$ cat src/rtl/musb_bus_pkg.sv
// Shared bus definitions: FSM state encoding, bus widths, payload struct and clog2.
package musb_bus_pkg;

    localparam int unsigned ADDR_W = 32;
    localparam int unsigned DATA_W = 32;
    localparam int unsigned STRB_W = 4;

    typedef enum logic {
        ST_IDLE = 1'b0,
        ST_BUSY = 1'b1
    } bus_state_e;

    typedef struct packed {
        logic [ADDR_W-1:0] addr;
        logic [DATA_W-1:0] data;
        logic [STRB_W-1:0] wr;
    } bus_req_t;

    // Ceiling log2; clog2(1) = 0.
    function automatic int unsigned clog2(input int unsigned v);
        int unsigned r;
        r = 0;
        while ((64'd1 << r) < 64'(v)) r++;
        return r;
    endfunction

endpackage

$ cat src/rtl/rr_priority_picker.sv
// Round-robin picker: first set request searching upward from last_grant+1, wrapping.
module rr_priority_picker #(
    parameter int unsigned N     = 3,
    parameter int unsigned IDX_W = 2
) (
    input  logic [N-1:0]     req,
    input  logic [IDX_W-1:0] last_grant,
    output logic             valid,
    output logic [IDX_W-1:0] index
);

    int unsigned w_cand;

    always_comb begin
        valid  = 1'b0;
        index  = '0;
        w_cand = 0;
        for (int unsigned k = 1; k <= N; k++) begin
            w_cand = (32'(last_grant) + k) % N;
            if (!valid && req[IDX_W'(w_cand)]) begin
                valid = 1'b1;
                index = IDX_W'(w_cand);
            end
        end
    end

endmodule

$ cat src/rtl/bus_arbiter_rr.sv
// Round-robin bus arbiter with IDLE/BUSY FSM between NMASTERS masters and one slave port.
// Optional macro BUS_TIMEOUT_EN adds a BUSY watchdog that errors the granted master.
module bus_arbiter_rr
    import musb_bus_pkg::*;
#(
    parameter int unsigned NMASTERS       = 3,
    parameter int unsigned TIMEOUT_CYCLES = 255
) (
    input  logic                         clk,
    input  logic                         rst,
    input  logic [ADDR_W*NMASTERS-1:0]   master_address,
    input  logic [DATA_W*NMASTERS-1:0]   master_data_i,
    input  logic [STRB_W*NMASTERS-1:0]   master_wr,
    input  logic [NMASTERS-1:0]          master_enable,
    output logic [DATA_W-1:0]            master_data_o,
    output logic [NMASTERS-1:0]          master_ready,
    output logic [NMASTERS-1:0]          master_error,
    input  logic [DATA_W-1:0]            slave_data_i,
    input  logic                         slave_ready,
    input  logic                         slave_error,
    output logic [ADDR_W-1:0]            slave_address,
    output logic [DATA_W-1:0]            slave_data_o,
    output logic [STRB_W-1:0]            slave_wr,
    output logic                         slave_enable
);

    localparam int unsigned IDX_W = clog2(NMASTERS);

    bus_state_e       r_state;
    logic [IDX_W-1:0] r_grant;
    logic [IDX_W-1:0] r_last_grant;

    logic             w_pick_valid;
    logic [IDX_W-1:0] w_pick_idx;
    logic             w_timeout;
    logic             w_done;
    bus_req_t         w_sel;

    rr_priority_picker #(
        .N     (NMASTERS),
        .IDX_W (IDX_W)
    ) u_picker (
        .req        (master_enable),
        .last_grant (r_last_grant),
        .valid      (w_pick_valid),
        .index      (w_pick_idx)
    );

`ifdef BUS_TIMEOUT_EN
    localparam int unsigned CNT_W = clog2(TIMEOUT_CYCLES + 1);

    logic [CNT_W-1:0] r_count;

    // Counts BUSY cycles; held at zero in IDLE so every BUSY entry starts from zero.
    always_ff @(posedge clk) begin
        if (rst) begin
            r_count <= '0;
        end else if (r_state == ST_IDLE) begin
            r_count <= '0;
        end else begin
            r_count <= r_count + CNT_W'(1);
        end
    end

    // A slave reply in the deadline cycle takes precedence over the watchdog.
    assign w_timeout = (r_state == ST_BUSY) && (r_count == CNT_W'(TIMEOUT_CYCLES))
                       && !slave_ready && !slave_error;
`else
    logic w_unused_timeout_cfg;
    assign w_unused_timeout_cfg = ^32'(TIMEOUT_CYCLES);
    assign w_timeout            = 1'b0;
`endif

    assign w_sel = {master_address[32'(r_grant)*ADDR_W +: ADDR_W],
                    master_data_i[32'(r_grant)*DATA_W +: DATA_W],
                    master_wr[32'(r_grant)*STRB_W +: STRB_W]};

    // Abort (requester drops enable) ends the transfer just like a reply.
    assign w_done = slave_ready | slave_error | !master_enable[r_grant] | w_timeout;

    always_ff @(posedge clk) begin
        if (rst) begin
            r_state      <= ST_IDLE;
            r_grant      <= '0;
            r_last_grant <= IDX_W'(NMASTERS - 1);
        end else begin
            case (r_state)
                ST_IDLE: begin
                    if (w_pick_valid) begin
                        r_grant <= w_pick_idx;
                        r_state <= ST_BUSY;
                    end
                end
                ST_BUSY: begin
                    if (w_done) begin
                        r_last_grant <= r_grant;
                        r_state      <= ST_IDLE;
                    end
                end
                default: r_state <= ST_IDLE;
            endcase
        end
    end

    assign master_data_o = slave_data_i;

    // Slave side follows the granted master only while BUSY; everything is quiet in IDLE.
    always_comb begin
        slave_enable  = 1'b0;
        slave_address = '0;
        slave_data_o  = '0;
        slave_wr      = '0;
        master_ready  = '0;
        master_error  = '0;
        if (r_state == ST_BUSY) begin
            slave_enable           = master_enable[r_grant] & ~w_timeout;
            slave_address          = w_sel.addr;
            slave_data_o           = w_sel.data;
            slave_wr               = w_sel.wr;
            master_ready[r_grant]  = slave_ready;
            master_error[r_grant]  = slave_error | w_timeout;
        end
    end

endmodule

$ cat config.mk
export PLATFORM = sky130hd
export DESIGN_NAME = bus_arbiter_rr
export DESIGN_NICKNAME = d
export VERILOG_FILES = /design/src/rtl/musb_bus_pkg.sv /design/src/rtl/rr_priority_picker.sv /design/src/rtl/bus_arbiter_rr.sv
export SDC_FILE = /design/constraint.sdc
export NUM_CORES = 1
export LEC_CHECK = 0
export ABC_AREA = 1
export BUFFER_PORTS_ARGS = -buffer_cell sky130_fd_sc_hd__buf_2
export CAP_MARGIN = 0
export CORE_AREA = 2 2 137 139
export DETAILED_ROUTE_END_ITERATION = 8
export DIE_AREA = 0 0 139 141
export PLACE_DENSITY = 0.46
export SLEW_MARGIN = 10
export SYNTH_ARGS = -nofsm -noshare
export SYNTH_HDL_FRONTEND = slang
export SYNTH_SLANG_ARGS = --single-unit
$ cat constraint.sdc
create_clock -name clk -period 1.4 [get_ports clk]
set_input_delay 0.07 -clock clk [delete_from_list [all_inputs] [get_ports clk]]
set_output_delay 0.07 -clock clk [all_outputs]
set_load 0.01 [all_outputs]
==> metrics.txt <==
via count of the first global-routing pass 4197; number of buffers added by the clock tree synthesis step 3; Die Area 0.0196 mm^2; least setup slack across all paths after layout -256 ps; number of hold-slack violations in the final timing report 0; total track usage 0.137; Synth Register Bits 5; number of buffers on the longest clock path 2; first-pass GRT wire length 21.8 mm; Syn Nets 813; drt initial violations ~180; antenna diode count 0; count of final setup violators 80; row cnt 50; instance count along the most critical hold path 2; total half-perimeter wirelength after legalization and detailed placement 9.70 mm; arrival time at the worst endpoint 1590 ps; footprint of the multi-input gates around 0.0023 mm^2; relative area change from synthesis to final layout 125%; gate count of the mapped netlist 567; main combinational cell family by area after synthesis simple AND/OR/NAND/NOR gates; ratio of final minimum period to clock period 1.18; clock latency of the later-clocked register in the worst-skew pair approximately 230 ps; critical path required time 1330 ps; H-tree Lvls 1; RePlAce Congestion approximately 0.85; CTS tree yes; worst r2r dst r_last_grant[0]$_SDFFE_PP0P_; num ports 350; number of max-slew violations in the final report 0; YS warnings 0; Leakage Power 3.73 nW; wire length after detailed routing 15.6 mm; pre-CTS setup slack -142 ps; worst setup slack for register-to-register paths -150 ps; number of fill cells in the layout 2008; Via Count between 4k and 5k; via/cell ratio 4.12; antenna violations before repair 1; outcome finished with violations; Horiz. Die Dim 139 um; cell depth of the worst flop-to-flop path 12; count of port buffers added during placement between 200 and 300; area share of the largest cell type after synthesis 0.452; setup repair after global routing missed its margin yes; post-route minimum period 1660 ps; Max-Slew Margin vs Limit 0.841; average footprint of a synthesized cell 4.46 um^2; highest-count cells in the layout ignoring fill and taps 270 x sky130_fd_sc_hd__buf_2, 231 x sky130_fd_sc_hd__nand2_1, 72 x sky130_fd_sc_hd__inv_1, 45 x sky130_fd_sc_hd__nand2_2, 44 x sky130_fd_sc_hd__nand3_2; simple-gate share of the synthesized area 0.644; maximum VDD drop 0.000944 V; total DRC errors in the routed layout 0; vertical extent of the die 141 um; fraction of final layout cells with drive strength greater than 1 0.583; pin count of the biggest net entering global routing 35; classification of the worst-slack hold path in2reg; most area-hungry cell type in the Yosys netlist sky130_fd_sc_hd__nand2_1; Total Negative Setup Slacks -14480 ps; CP max FO 5; # Max-Cap Violations 0; library cells used by synthesis 20; footprint of the flip-flops and latches 114 um^2; placeable core region 0.0183 mm^2; sequential fraction of the synthesis area 0.0396; Starting Density 0.138; cell repeated most along the worst path sky130_fd_sc_hd__buf_12; post-synthesis compound-gate area fraction 0.0213; startpoint of the worst-slack reg-to-reg timing path r_grant[0]$_SDFFE_PP0P_; Worst Min Path Start rst; Critical Path, Cell by Cell buf_6, nor2_4, buf_12, buf_8, buf_12, buf_16, nand2_4, nand3_2, nand2_2, inv_1, buf_2; area share of fa/ha/maj cells after synthesis 0.0149; sort of element at the start of the critical path register; Clk pin slew, worst setup/hold paths ~30 ps; nets 1104; cell at the root of the clock tree sky130_fd_sc_hd__clkbuf_16; post-synthesis mux area share 0; commonest non-fill, non-tap cell in the layout sky130_fd_sc_hd__buf_2; Routed WL per cell 14.3 um; maximum clock frequency 604 MHz; 1st-pass router iterations 4; worst-path cell with the longest stage delay sky130_fd_sc_hd__dfxtp_2; Setup CP Type reg2out; pin slew with the least headroom to its limit roughly 240 ps; Clock Sinks 5; leading cell types by total area after synthesis sky130_fd_sc_hd__nand2_1 45%, sky130_fd_sc_hd__nand3_1 16%, sky130_fd_sc_hd__inv_1 12%, sky130_fd_sc_hd__buf_4 11%, sky130_fd_sc_hd__dfxtp_1 4.0%; violated checks negative setup slack; antenna viol nets, final 0; synthesized-area fraction occupied by xor and xnor cells 0; GR Overflow Total 0; post-synthesis instance area between 0.002 and 0.003 mm^2; biggest cell delay along the critical path 310 ps; category of the worst setup path capture point primary output; power density normalized to cell area around 1900 mW/mm^2; WHS Endpoint r_state$_SDFF_PP0_; Clock Skew 0.479 ps
routing by layer:
| metal | up-vias | part of all wire | global-route usage |
|---|---|---|---|
| met3 | 29 | 0.063 | 0.0279 |
| met2 | 201 | 0.52 | 0.256 |
| li1 | 2242 | - | - |
| met4 | 2 | 0.016 | 0.0181 |
| met1 | 2022 | 0.40 | 0.166 |
| met5 | - | 0.0010 | 0 |
worst max-delay path: cells and delay by family (launching register included):
kind	cells	cell delay (ps)
and+or+nand+nor	4	280
DFF	1	310
buffers and inverters	7	750
worst max path at each step:
stage                     cells after the start                    startpoint                      end
after floorplan                              12  r_last_grant[0]$_SDFFE_PP0P_  r_grant[0]$_SDFFE_PP0P_
after global placement                        9  r_last_grant[0]$_SDFFE_PP0P_  r_grant[1]$_SDFFE_PP0P_
after detailed placement                      9  r_last_grant[0]$_SDFFE_PP0P_  r_grant[0]$_SDFFE_PP0P_
after CTS                                    11       r_grant[0]$_SDFFE_PP0P_         slave_data_o[10]
after global routing                         10       r_grant[1]$_SDFFE_PP0P_         slave_data_o[14]
final                                        11       r_grant[0]$_SDFFE_PP0P_         slave_data_o[10]
flip-flops by register name (all words and copies together), names as in the netlist:
| register | count |
|---|---|
| r_grant | 2 |
| r_state | 1 |
| r_last_grant | 2 |
cell usage after synthesis:
library cell               count
sky130_fd_sc_hd__nand2_1     304
sky130_fd_sc_hd__nand3_1      81
sky130_fd_sc_hd__o21ai_0       4
sky130_fd_sc_hd__nor2_2        1
sky130_fd_sc_hd__inv_1        84
sky130_fd_sc_hd__o21ai_1       1
sky130_fd_sc_hd__ha_1          3
sky130_fd_sc_hd__inv_2         2
sky130_fd_sc_hd__o211ai_1      1
sky130_fd_sc_hd__nor2_4        2
sky130_fd_sc_hd__buf_4        37
sky130_fd_sc_hd__nor3_1        1
sky130_fd_sc_hd__dfxtp_1       5
sky130_fd_sc_hd__clkbuf_1      5
sky130_fd_sc_hd__nand4_1       1
sky130_fd_sc_hd__buf_2        10
sky130_fd_sc_hd__a31oi_1       1
sky130_fd_sc_hd__a21oi_1       3
sky130_fd_sc_hd__buf_1        10
sky130_fd_sc_hd__nor2_1       11
where the power goes:
group	internal, mW	switching [mW]	leakage (nW)
clock	0.378	0.0950	0.0382
combinational	4.98	5.16	3.65
sequential	0.222	0.0631	0.0434
total	5.58	5.32	3.73
through the flow:
stage	hold WS, ps	utilization	power (mW)	cell area, um^2	instances
floorplan	139	-	3.99	2550	567
global placement	140	0.228	6.34	4170	1047
detailed placement	140	0.228	6.29	4170	1047
CTS	18.3	0.276	9.46	5040	1082
global route	21.4	0.310	11.8	5670	1091
finish	25.8	0.310	10.9	5670	1091
timing repair:
action | CTS | global route
pin swaps | 11 | 13
gates resized for setup | 87 | 139
hold buffers | 0 | 0
endpoints found under the hold margin | 0 | 0
setup buffers | 20 | 5
setup endpoints to repair | 79 | 80
gates cloned | 11 | 7
kinds of logic after synthesis:
| family | count (synthesis) |
|---|---|
| simple gates | 401 |
| buf+inv | 148 |
| compound gates | 10 |
| flops | 5 |
| fa+ha+maj | 3 |
area by class of cell:
class | count | share of cell area
inverter | 86 | 0.0582
timing repair buffer | 348 | 0.443
multi-input combinational | 414 | 0.413
clock buffer | 4 | 0.0139
sequential | 5 | 0.0201
tap | 234 | 0.0516
Note: power is estimated with default switching activity, not from simulation.
